--- src/rtl/logic_exec_stage.sv ---
// logic_exec_stage
//   Registered execute stage for x86 logical ops (AND / OR / NOT / XOR) at
//   byte, word and dword operand size. The result and its x86 flags are computed
//   combinationally from the incoming operands. They are then held in a visible
//   output register (OUT) backed by a one-entry skid register (SKID). The skid
//   register lets in_ready be a pure register output and still sustain one op per
//   cycle.
//
// Ports
//   clk           rising-edge clock
//   reset_n       synchronous reset, active-low
//   flush         synchronous kill of OUT and SKID; a same-cycle input is dropped
//   in_valid      upstream op valid
//   in_ready      stage can accept (registered, = !skid_valid)
//   in_op         00 AND, 01 OR, 10 NOT a, 11 XOR
//   in_size       00 byte, 01 word, 10/11 dword
//   in_a, in_b    operands (in_b ignored for NOT)
//   in_tag        destination-register tag
//   out_valid     result valid
//   out_ready     downstream accepts
//   out_result    result, zero-extended above the operand size
//   out_tag       destination tag
//   out_flags     {OF,SF,ZF,PF,CF}
//   out_flags_we  1 = write EFLAGS (0 for NOT)

module logic_exec_stage #(
    parameter int DATA_WIDTH = 32,
    parameter int TAG_WIDTH  = 3
) (
    input  logic                  clk,
    input  logic                  reset_n,
    input  logic                  flush,
    input  logic                  in_valid,
    output logic                  in_ready,
    input  logic [1:0]            in_op,
    input  logic [1:0]            in_size,
    input  logic [DATA_WIDTH-1:0] in_a,
    input  logic [DATA_WIDTH-1:0] in_b,
    input  logic [TAG_WIDTH-1:0]  in_tag,
    output logic                  out_valid,
    input  logic                  out_ready,
    output logic [DATA_WIDTH-1:0] out_result,
    output logic [TAG_WIDTH-1:0]  out_tag,
    output logic [4:0]            out_flags,
    output logic                  out_flags_we
);

    localparam logic [1:0] OP_AND = 2'b00;
    localparam logic [1:0] OP_OR  = 2'b01;
    localparam logic [1:0] OP_NOT = 2'b10;
    localparam logic [1:0] OP_XOR = 2'b11;

    logic [DATA_WIDTH-1:0] raw;
    logic [DATA_WIDTH-1:0] c_result;
    logic                  c_sf;
    logic                  c_zf;
    logic                  c_pf;
    logic [4:0]            c_flags;
    logic                  c_flags_we;

    logic                  skid_valid;
    logic [DATA_WIDTH-1:0] skid_result;
    logic [TAG_WIDTH-1:0]  skid_tag;
    logic [4:0]            skid_flags;
    logic                  skid_flags_we;

    logic                  accept;
    logic                  deliver;

    always_comb begin
        raw = '0;
        case (in_op)
            OP_AND:  raw = in_a & in_b;
            OP_OR:   raw = in_a | in_b;
            OP_NOT:  raw = ~in_a;
            OP_XOR:  raw = in_a ^ in_b;
            default: raw = '0;
        endcase
    end

    // Masking the result before deriving flags guarantees that operand bits above the
    // operand size cannot leak into ZF. Size 11 falls into the dword branch.
    always_comb begin
        c_result = raw;
        c_sf     = raw[DATA_WIDTH-1];
        case (in_size)
            2'b00: begin
                c_result = {{(DATA_WIDTH-8){1'b0}}, raw[7:0]};
                c_sf     = raw[7];
            end
            2'b01: begin
                c_result = {{(DATA_WIDTH-16){1'b0}}, raw[15:0]};
                c_sf     = raw[15];
            end
            default: begin
                c_result = raw;
                c_sf     = raw[DATA_WIDTH-1];
            end
        endcase
        c_zf       = (c_result == '0);
        c_pf       = ~^c_result[7:0];
        c_flags    = {1'b0, c_sf, c_zf, c_pf, 1'b0};
        c_flags_we = (in_op != OP_NOT);
    end

    assign in_ready = !skid_valid;
    assign accept   = in_valid && in_ready;
    assign deliver  = out_valid && out_ready;

    // Occupancy only ever moves through empty -> OUT -> OUT+SKID and back.
    // SKID is never valid while OUT is empty.
    always_ff @(posedge clk) begin
        if (!reset_n) begin
            out_valid     <= 1'b0;
            out_result    <= '0;
            out_tag       <= '0;
            out_flags     <= '0;
            out_flags_we  <= 1'b0;
            skid_valid    <= 1'b0;
            skid_result   <= '0;
            skid_tag      <= '0;
            skid_flags    <= '0;
            skid_flags_we <= 1'b0;
        end else if (flush) begin
            out_valid  <= 1'b0;
            skid_valid <= 1'b0;
        end else if (deliver) begin
            if (skid_valid) begin
                out_result   <= skid_result;
                out_tag      <= skid_tag;
                out_flags    <= skid_flags;
                out_flags_we <= skid_flags_we;
                skid_valid   <= 1'b0;
            end else if (accept) begin
                out_result   <= c_result;
                out_tag      <= in_tag;
                out_flags    <= c_flags;
                out_flags_we <= c_flags_we;
            end else begin
                out_valid <= 1'b0;
            end
        end else if (!out_valid) begin
            if (accept) begin
                out_valid    <= 1'b1;
                out_result   <= c_result;
                out_tag      <= in_tag;
                out_flags    <= c_flags;
                out_flags_we <= c_flags_we;
            end
        end else if (accept) begin
            // OUT is stalled: park the new op in SKID, which drops in_ready next cycle.
            skid_valid    <= 1'b1;
            skid_result   <= c_result;
            skid_tag      <= in_tag;
            skid_flags    <= c_flags;
            skid_flags_we <= c_flags_we;
        end
    end

endmodule
--- config.mk ---
export PLATFORM = sky130hd
export DESIGN_NAME = logic_exec_stage
export DESIGN_NICKNAME = d
export VERILOG_FILES = /design/src/rtl/logic_exec_stage.sv
export SDC_FILE = /design/constraint.sdc
export NUM_CORES = 1
export LEC_CHECK = 0
export CAP_MARGIN = 20
export CORE_ASPECT_RATIO = 0.7
export CORE_MARGIN = 4
export CORE_UTILIZATION = 43
export DETAILED_ROUTE_END_ITERATION = 7
export PLACE_DENSITY = 0.76
export SETUP_SLACK_MARGIN = 0.2
export SYNTH_ARGS = -nofsm -noshare
export SYNTH_HDL_FRONTEND = slang
export SYNTH_SLANG_ARGS = --single-unit
--- constraint.sdc ---
create_clock -name clk -period 4.7 [get_ports clk]
set_input_delay 0.47 -clock clk [delete_from_list [all_inputs] [get_ports clk]]
set_output_delay 0.47 -clock clk [all_outputs]
set_load 0.005 [all_outputs]
==> flow_summary.yaml, run 1 <==
global_routing:
  antenna_found_initial: 0
  first_global_vias: 4972
  grtUsageTotal: 0.210
  grt_pass1_wl_um: 24600
  grt_max_degree: 46
  grt-ovfl-total: 0
timing:
  final_max_slew_viol_count: 0
  timing.fmax_ghz: 0.315
  finalCritPeriodShare: 0.675
  finalHoldViolCount: 0
  max_slew_margin: 0.326
  setup_tns_ns: 0
  post-route-min-period_ns: 3.17
  grt_setup_unrepaired: "false"
  fin_hold_ws_ns: 0.458
  fin_worst_skew_ns: 0.00413
  worst_pin_slew_ns: 1.01
  setup_viol_count_final: 0
cts:
  clk_pin_slew_ns: 0.06
  cts_hold_buf: 0
  clockRootBuffer: "clkbuf_16"
  cts.sinks: 82
  ctsHtreeMaxLevel: 3
  insertion_delay_ns: 0.33
  cts_tree: "done"
  clockBufferDepth: 2
  cts_buffers: 9
  post-cts-setup-buffers: 0
  cts_resized: 0
routing:
  dr_wl_met3_um: 1480
  finalWirelength_um: 15200
  wl_met2_um: 6630
  first_pass_iters: 5
  top_layer: "met4"
  drtIter0Drc: 409
  vias: 5117
  avgRoutedWirePerCell_um: 16.6
  route.detailed.drc: 0
  avgViaCountPerCell: 5.59
  drt-met1-wl_um: 6910
  antenna_left: 0
worst_setup_path:
  reg2regPathDepth: 7
  critPathRequiredTime_ns: 4.90
  worstPathMaxFanout: 27
  path_class: "primary input to flip-flop"
  cp-end-kind: "flip-flop"
  r2r_start: "skid_valid"
  reg2reg_to: "skid_result[9]"
  worstPathArrival_ns: 3.37
  rrSetupSlack_ns: 2.46
  critPathLaunchType: "primary input"
logic_synthesis:
  syn_inst: 653
  avgSynthCellArea_sq_um: 8.38
  synth_top_area_cell: "dfxtp_1"
  synth_ff_type: "dfxtp_1"
  yosysWarningCount: 0
  synth-edff-count: 0
  ys_ff_latch: 82
  yosysTopAreaCellShare: 0.300
  async_flop_share: 0
  yosysUniqueCellTypes: 43
  synth_nets: 797
  synth.area.top_cells: "dfxtp_1 30%, ha_1 16%, inv_1 7.8%, mux4_2 7.0%, a21oi_1 6.9%"
  synth_area_sq_um: 5470
  synth_seq_area_share: 0.300
job:
  cap_violations: 0
placement:
  placed_cell_area_sq_um: 6730
  gp_congestion: 0.892
  io_buffers: 118
  post-dp-hpwl_um: 11600
  dp_cells: 899
floorplanning:
  ios: 119
  die_w_um: 143
  core_area_sq_um: 12400
  rows: 34
  dieArea_sq_um: 14600
  die_height_um: 102
  initial_core_util: 0.441
worst_hold_path:
  min_from: "skid_result[12]"
  min_to: "skid_result[12]"
  hp-class: "flip-flop to flip-flop"
  whs_path_depth: 2
cells_and_area:
  n_antenna_cell: 0
  mostFrequentLayoutCells: "117 x clkdlybuf4s50_1, 113 x inv_1, 82 x dfxtp_1, 74 x a21oi_1"
  fin_nets: 892
  final_area_sq_um: 7050
  final_core_util: 0.568
  area_growth_pct: 28.8
  layout_commonest_cell: "clkdlybuf4s50_1"
  final_cells: 915
  final_layout_size_suffix_gt1_frac: 0.0637
power_and_ir_drop:
  p_leak_nw: 3.08
  p_per_area_nw_per_um2: 272
  irDropWorstVdd_mv: 0.198
outcome:
  status: "finished clean"
routing by layer:
layer	GRT usage	up-vias
met5	0	-
met3	0.0519	19
met1	0.296	2429
met2	0.326	263
li1	-	2406
met4	0.0489	0
cells by family after synthesis:
| group | count (synthesis) | share of synthesized area |
|---|---|---|
| fa+ha+maj | 68 | 0.155 |
| simple gates | 137 | 0.115 |
| mux | 33 | 0.135 |
| xor+xnor | 3 | 0.00480 |
| buf+inv | 156 | 0.114 |
| flops | 82 | 0.300 |
| compound gates | 174 | 0.176 |
Yosys cell counts, drive strengths merged (2+ instances only):
cell type / instances
xnor2: 2
mux2i: 3
a31oi: 7
buf: 11
a21boi: 2
nor4b: 2
dfxtp: 82
nor4: 3
nand4: 5
a211oi: 8
o22ai: 26
and2: 15
nor3b: 2
o221ai: 2
clkbuf: 31
nand2: 68
nand2b: 3
ha: 68
mux4: 29
nor2: 32
nor3: 2
o21ai: 50
inv: 114
a21oi: 75
worst max-delay path, cell delays in order:
cell             delay [ns]
clkdlybuf4s50_1        0.66
inv_2                  0.60
mux4_2                 0.63
inv_1                  0.10
ha_1                   0.23
xor2_1                 0.17
xnor2_1                0.21
nand2_1                0.08
o21ai_0                0.12
a21oi_1                0.08
per-stage QoR:
stage                     power (W)  setup WS (ns)
after floorplan            0.000987           2.15
after global placement      0.00117           1.26
after detailed placement    0.00118           1.18
after CTS                   0.00193           1.52
after global routing        0.00201           1.24
final                       0.00192           1.53
cell type report:
class | count | area [sq um]
fillers | 1091 | 5370
multi-input cells | 415 | 3220
flip-flops and latches | 82 | 1640
repair buffers | 126 | 1240
inverters | 114 | 428
clock buffers | 10 | 229
well taps | 162 | 203
clock inverters | 6 | 90.1
how the worst max path moves through the flow:
stage / from / endpoint / slack [ns] / depth (start not counted)
2_1_floorplan: in_op[0] / out_flags[1] / 2.15 / 12
5_1_grt: in_op[1] / out_flags[1] / 1.24 / 10
6_report: in_op[1] / out_flags[1] / 1.53 / 10
3_5_place_dp: in_op[1] / out_flags[1] / 1.18 / 10
3_3_place_gp: in_op[1] / out_flags[1] / 1.26 / 10
4_1_cts: in_op[1] / out_flags[1] / 1.52 / 10
sequential cells by signal, summed over array words and instances (netlist names):
signal         count
out_flags          5
out_flags_we       1
out_result        32
out_tag            3
out_valid          1
skid_flags         3
skid_flags_we      1
skid_result       32
skid_tag           3
skid_valid         1
report_power, final:
group | internal, W | total, W | switching (W)
combinational | 0.000221 | 0.000435 | 0.000215
sequential | 0.000723 | 0.000739 | 0.0000162
clock | 0.000467 | 0.000744 | 0.000277
total | 0.00141 | 0.00192 | 0.000508
Note: power is estimated with default switching activity, not from simulation.
==> run 2: changes to the inputs <==
--- a/config.mk
+++ b/config.mk
@@ -10,7 +10,7 @@
 export CORE_MARGIN = 4
 export CORE_UTILIZATION = 43
 export DETAILED_ROUTE_END_ITERATION = 7
-export PLACE_DENSITY = 0.76
+export PLACE_DENSITY = 0.78
 export SETUP_SLACK_MARGIN = 0.2
 export SYNTH_ARGS = -nofsm -noshare
 export SYNTH_HDL_FRONTEND = slang
==> constraint.sdc (replaced) <==
create_clock -name clk -period 2.6 [get_ports clk]
set_input_delay 0.26 -clock clk [delete_from_list [all_inputs] [get_ports clk]]
set_output_delay 0.26 -clock clk [all_outputs]
set_load 0.005 [all_outputs]
==> run 2 against run 1 <==
  * Worst setup slack got worse by 1.2 ns
  * Combinational power is 97% higher
  * Via count down 4.2%
  * Wire length is 6.1% lower
  * Total power rose by 86%
  * Sequential cell count did not move
  * Die area unchanged
  * Hold slack lost 0.0034 ns
  * Sequential share of layout area shrank 0.99 points
  * Critical endpoint is now skid_flags[1]
==> flow_summary.yaml, run 2 (same netlist as run 1, synthesis figures left out) <==
outcome:
  status: "finished clean"
global_routing:
  grtUsageTotal: 0.198
  grt_max_degree: 44
  grt-ovfl-total: 0
  first_global_vias: 4653
  grt_pass1_wl_um: 23400
  antenna_found_initial: 0
power_and_ir_drop:
  irDropWorstVdd_mv: 0.342
  pwr-share-seq: 0.373
  p_per_area_nw_per_um2: 484
  swShare: 0.262
  power_frac_comb: 0.240
  switching_power_w: 0.000936
  p_int_w: 0.00263
  p_leak_nw: 3.24
  clkPwrFrac: 0.387
  p_total_w: 0.00357
cts:
  insertion_delay_ns: 0.34
  clockRootBuffer: "clkbuf_16"
  cts_hold_buf: 0
  cts_buffers: 9
  cts_tree: "done"
  ctsHtreeMaxLevel: 3
  cts.sinks: 82
  clk_pin_slew_ns: 0.06
  clockBufferDepth: 2
placement:
  dpl_worst_slack_ns: -0.0701
  post-dp-hpwl_um: 10800
  gp_congestion: 0.859
  io_buffers: 118
floorplanning:
  initial_core_util: 0.441
  die_height_um: 102
  ios: 119
  dieArea_sq_um: 14600
  rows: 34
  core_area_sq_um: 12400
  die_w_um: 143
worst_hold_path:
  whs_path_depth: 2
  hp-class: "flip-flop to flip-flop"
  min_to: "skid_result[29]"
  min_from: "skid_result[29]"
timing:
  finalCritPeriodShare: 0.878
  grt_setup_unrepaired: "false"
  setup_ws_ns: 0.317
  max_slew_margin: 0.621
  fin_hold_ws_ns: 0.454
  fin_worst_skew_ns: 0.00436
  final_max_slew_viol_count: 0
  post-route-min-period_ns: 2.28
  timing.fmax_ghz: 0.438
  setup_viol_count_final: 0
  finalHoldViolCount: 0
  worst_pin_slew_ns: 0.567
worst_setup_path:
  worstPathArrival_ns: 2.49
  slowest_delay_ns: 0.51
  rrSetupSlack_ns: 0.64
  path_class: "primary input to flip-flop"
  critPathRequiredTime_ns: 2.81
  path_cells: "clkdlybuf4s50_1 > inv_1 > ha_1 > inv_1 > mux4_2 > ha_4 > xor2_2 > xnor2_1 > nor2_1 > a21oi_1 > nor2_1"
  reg2reg_to: "skid_result[4]"
  reg2regPathDepth: 6
  cp-end-kind: "flip-flop"
  worstPathMaxFanout: 2
  r2r_start: "skid_valid"
  critPathLaunchType: "primary input"
  crit_slowest_cell: "mux4_2"
cells_and_area:
  area_growth_pct: 34.5
  n_antenna_cell: 0
  final_layout_size_suffix_gt1_frac: 0.103
  fin_nets: 917
  top_regs: "out_result (32), skid_result (32), out_flags (5)"
  layout_commonest_cell: "clkdlybuf4s50_1"
  mostFrequentLayoutCells: "115 x clkdlybuf4s50_1, 112 x inv_1, 82 x dfxtp_1, 74 x a21oi_1, 68 x nand2_1"
routing:
  drtIter0Drc: 358
  avgRoutedWirePerCell_um: 15.2
  antenna_left: 0
  route.detailed.drc: 0
  first_pass_iters: 5
  vias: 4901
  finalWirelength_um: 14300
  avgViaCountPerCell: 5.21
job:
  cap_violations: 0
[run 2: changes by cell type in the layout (fill, tap and decap cells not counted), sizes merged]
cell / delta
clkdlybuf4s50: -2
dlymetal6s2s: +2
clkinv: -1
buf: +25
clkinvlp: +1
[run 2: what timing repair did]
item,4_1_cts,5_1_grt
setup buffers,0,1
resized for setup,0,10
setup endpoints to repair,0,4
endpoints found under the hold margin,0,0
[run 2: area by class of cell]
cell class	instances	area, sq um
timing repair buffer	151	1480
sequential	82	1640
inverter	114	430
tap	162	203
clock buffer	10	239
multi-input combinational	415	3280
clock inverter	6	88.8
fill	1125	5060
[run 2: critical path: cells and delay by family]
kind | cells | cell delay [ns]
muxes | 1 | 0.51
xor gates and xnor gates | 2 | 0.37
adders and majority gates | 2 | 0.54
and+or+nand+nor | 2 | 0.14
buffers and inverters | 3 | 0.55
AOI/OAI and AO/OA | 1 | 0.13
[run 2: routing by layer]
metal,track usage,part of all wire,up-vias
met5,0,0,-
met4,0.0519,0.0071,0
met3,0.0463,0.091,10
met2,0.286,0.42,179
met1,0.296,0.49,2254
li1,-,-,2458
[run 2: per-stage QoR]
step           cell area, sq um   util  setup TNS [ns]  cells
6_report                   7360  0.593               0    940
3_5_place_dp               6960  0.560          -0.120    923
3_3_place_gp               6960  0.560       -0.000338    923
2_1_floorplan              5470      -               0    653
4_1_cts                    7290  0.587               0    939
5_1_grt                    7360  0.593               0    940
[run 2: worst max path at each step]
| stage | slack (ns) | endpoint | from |
|---|---|---|---|
| floorplan | 0.26 | out_flags[1] | in_op[0] |
| global placement | -0.0003 | out_flags[1] | in_b[6] |
| detailed placement | -0.07 | skid_flags[1] | in_b[6] |
| CTS | 0.29 | skid_flags[1] | in_b[6] |
| global route | 0.16 | skid_flags[1] | in_a[0] |
| finish | 0.32 | skid_flags[1] | in_b[4] |
[run 2: power groups by stage]
stage          clock [W]  combinational (W)  sequential (W)
6_report         0.00138           0.000856         0.00133
3_5_place_dp           0           0.000823         0.00136
2_1_floorplan          0           0.000425         0.00136
5_1_grt          0.00145           0.000948         0.00134
3_3_place_gp           0           0.000806         0.00136
4_1_cts          0.00141           0.000825         0.00133
==> run 3: changes to the inputs <==
--- a/config.mk
+++ b/config.mk
@@ -5,12 +5,13 @@
 export SDC_FILE = /design/constraint.sdc
 export NUM_CORES = 1
 export LEC_CHECK = 0
+export ABC_AREA = 1
 export CAP_MARGIN = 20
 export CORE_ASPECT_RATIO = 0.7
 export CORE_MARGIN = 4
 export CORE_UTILIZATION = 43
 export DETAILED_ROUTE_END_ITERATION = 7
-export PLACE_DENSITY = 0.78
+export PLACE_DENSITY = 0.79
 export SETUP_SLACK_MARGIN = 0.2
 export SYNTH_ARGS = -nofsm -noshare
 export SYNTH_HDL_FRONTEND = slang
==> run 3 against run 2 <==
  * Final cell count rose by 13%
  * Critical endpoint is now out_flags[2]
  * Core utilization rose by 1.3 points
  * Clock-buffer cell count fell by 1
  * Maximum frequency rose by 5.6%
  * Hold slack got worse by 0.027 ns
  * Cell area fell by 2.5%
  * Highest routed layer unchanged
  * Critical path type unchanged
  * Clock power rose by 5%
==> flow_summary.yaml, run 3 <==
logic_synthesis:
  yosysWarningCount: 0
  synth.area.top_cells: "dfxtp_1 31%, ha_1 16%, o21ai_0 12%, nand2_1 9.6%, a21oi_1 7.6%"
  synth_seq_area_share: 0.312
  yosysMostFrequentCell: "nand2_1"
  synthTopCellsByCount: "135 x nand2_1, 128 x o21ai_0, 90 x inv_1"
  synth_area_sq_um: 5270
  synth_nets: 923
  yosysUniqueCellTypes: 24
  synth-edff-count: 0
  syn_inst: 779
  async_flop_share: 0
  synth_top_area_cell: "dfxtp_1"
  ys_ff_latch: 82
  avgSynthCellArea_sq_um: 6.76
  yosysTopAreaCellShare: 0.312
  synth_ff_type: "dfxtp_1"
floorplanning:
  initial_core_util: 0.444
  core_area_sq_um: 11900
  die_w_um: 140
  ios: 119
  rows: 33
  dieArea_sq_um: 14100
  die_height_um: 101
worst_setup_path:
  worstPathMaxFanout: 2
  critPathBufInv: 2
  crit_slowest_cell: "clkdlybuf4s50_1"
  setup.worst_path.end: "out_flags[2]"
  crit_top_cell: "nand2_1"
  cp.depth: 15
  path_cells: "clkdlybuf4s50_1 > inv_1 > ha_1 > nand2_1 > o21ai_1 > a211oi_2 > ha_2 > nand4_1 > a21oi_2 > nand3_1 > nor2_1 > nand2_1 > nand2_1 > nand2_1 > a21oi_2"
  reg2regPathDepth: 7
  cp-end-kind: "flip-flop"
  worstPathArrival_ns: 2.44
  critPathLaunchType: "primary input"
  reg2reg_to: "out_result[9]"
  slowest_delay_ns: 0.48
  rrSetupSlack_ns: 0.79
  startpoint: "in_b[0]"
  critPathRequiredTime_ns: 2.88
  r2r_start: "skid_valid"
  path_class: "primary input to flip-flop"
  cp_top_family: "compound AO/OA/AOI/OAI gates"
cells_and_area:
  final_core_util: 0.606
  final_layout_size_suffix_gt1_frac: 0.0741
  multi_input_area_sq_um: 3160
  n_antenna_cell: 0
  mostFrequentLayoutCells: "134 x nand2_1, 127 x o21ai_0, 113 x clkdlybuf4s50_1, 90 x inv_1, 87 x nor2_1"
  regArea_sq_um: 1640
  layout_commonest_cell: "nand2_1"
  fill_cells: 1097
  top_regs: "out_result (32), skid_result (32), out_flags (5)"
  area_growth_pct: 36.3
  final_cells: 1061
  fin_nets: 1043
global_routing:
  grt_pass1_wl_um: 24600
  grt.busiest_layer: "met2"
  use_met1: 0.302
  grt_max_degree: 77
  use_met2: 0.336
  grt-ovfl-total: 0
  grtUsageTotal: 0.211
  use_met3: 0.0526
  antenna_found_initial: 0
  first_global_vias: 4975
routing:
  drtIter0Drc: 506
  antenna_left: 0
  vias: 5416
  avgRoutedWirePerCell_um: 14.3
  avgViaCountPerCell: 5.10
  first_pass_iters: 5
  route.detailed.drc: 0
  finalWirelength_um: 15100
placement:
  gp_congestion: 0.856
  dpl_worst_slack_ns: -0.0417
  post-dp-hpwl_um: 10800
  dp_cells: 1044
  io_buffers: 118
timing:
  final_max_slew_viol_count: 0
  max_slew_margin: 0.676
  timing.fmax_ghz: 0.462
  finalCritPeriodShare: 0.832
  setup_ws_ns: 0.437
  finalHoldViolCount: 0
  post-route-min-period_ns: 2.16
  grt_setup_unrepaired: "false"
  worst_pin_slew_ns: 0.486
  fin_worst_skew_ns: 0.00580
  setup_viol_count_final: 0
power_and_ir_drop:
  p_leak_nw: 3.41
  swShare: 0.267
  power_frac_comb: 0.225
  clkPwrFrac: 0.403
  irDropWorstVdd_mv: 0.404
  p_per_area_nw_per_um2: 502
  p_int_w: 0.00264
  switching_power_w: 0.000961
  pwr-share-seq: 0.372
cts:
  insertion_delay_ns: 0.33
  ctsHtreeMaxLevel: 3
  cts_tree: "done"
  cts.sinks: 82
  clockBufferDepth: 2
  cts_buffers: 9
  clk_pin_slew_ns: 0.07
  clockRootBuffer: "clkbuf_16"
  cts_hold_buf: 0
outcome:
  status: "finished clean"
worst_hold_path:
  hp-class: "primary input to flip-flop"
job:
  cap_violations: 0
[run 3: cell types whose count changed in the layout (fill, tap and decap cells not counted), sizes merged, moves of 15 or more]
cell,previous run,this run
mux4,29,0
inv,115,90
o21ai,50,128
o22ai,26,5
nor2,32,88
nand2,68,135
and2,15,0
nand3,1,29
[run 3: how the worst min path moves through the flow]
stage / slack, ns / to / startpoint / cells after the start
detailed placement: 0.42 / out_flags[4] / out_flags[4] / 2
floorplan: 0.34 / skid_valid / flush / 1
global placement: 0.42 / out_flags[0] / out_flags[0] / 2
finish: 0.43 / skid_result[18] / reset_n / 3
global route: 0.45 / skid_result[12] / reset_n / 3
CTS: 0.41 / out_result[27] / reset_n / 3
[run 3: stage by stage]
stage	hold slack, ns	cell area, sq um	power, W	TNS, ns
5_1_grt	0.451	7180	0.00378	0
2_1_floorplan	0.337	5270	0.00176	0
6_report	0.427	7180	0.00360	0
3_3_place_gp	0.421	6770	0.00214	-0.00502
4_1_cts	0.414	7110	0.00361	0
3_5_place_dp	0.424	6770	0.00216	-0.0702
[run 3: metal layers]
metal	vias up	routed length, um
li1	2776	-
met1	2452	7140
met2	180	6890
met3	8	1080
met4	0	27
met5	-	0
[run 3: final cells by class]
cell class | instances | area share
multi-input combinational | 560 | 0.440
sequential | 82 | 0.229
timing repair buffer | 154 | 0.208
inverter | 92 | 0.0481
clock buffer | 9 | 0.0314
tap | 157 | 0.0274
clock inverter | 7 | 0.0164
[run 3: worst reg2reg max path, stage by stage, from the launching register on]
cell and delay, ns:
dfxtp_1 0.33, inv_1 0.08, nand2_1 0.36, clkinv_1 0.22, buf_4 0.30, nand2_1 0.13, o21ai_0 0.16, a21oi_1 0.18
[run 3: cells by family after synthesis]
family / Yosys count / share of synthesized area
DFF: 82 / 0.312
adders and majority gates: 68 / 0.162
AOI/OAI and AO/OA: 228 / 0.225
xor gates and xnor gates: 3 / 0.00499
buffers and inverters: 137 / 0.0995
and+or+nand+nor: 261 / 0.197
[run 3: timing repair]
action	CTS	global route
gates resized for setup	0	15
endpoints found under the setup margin	0	3
buffers inserted	0	1
[run 3: power groups by stage]
stage	Sequential, W	Combinational (W)	Clock, W
final	0.00134	0.000810	0.00145
after global routing	0.00134	0.000910	0.00152
after CTS	0.00134	0.000800	0.00147
after detailed placement	0.00136	0.000792	0
after global placement	0.00136	0.000779	0
after floorplan	0.00136	0.000398	0
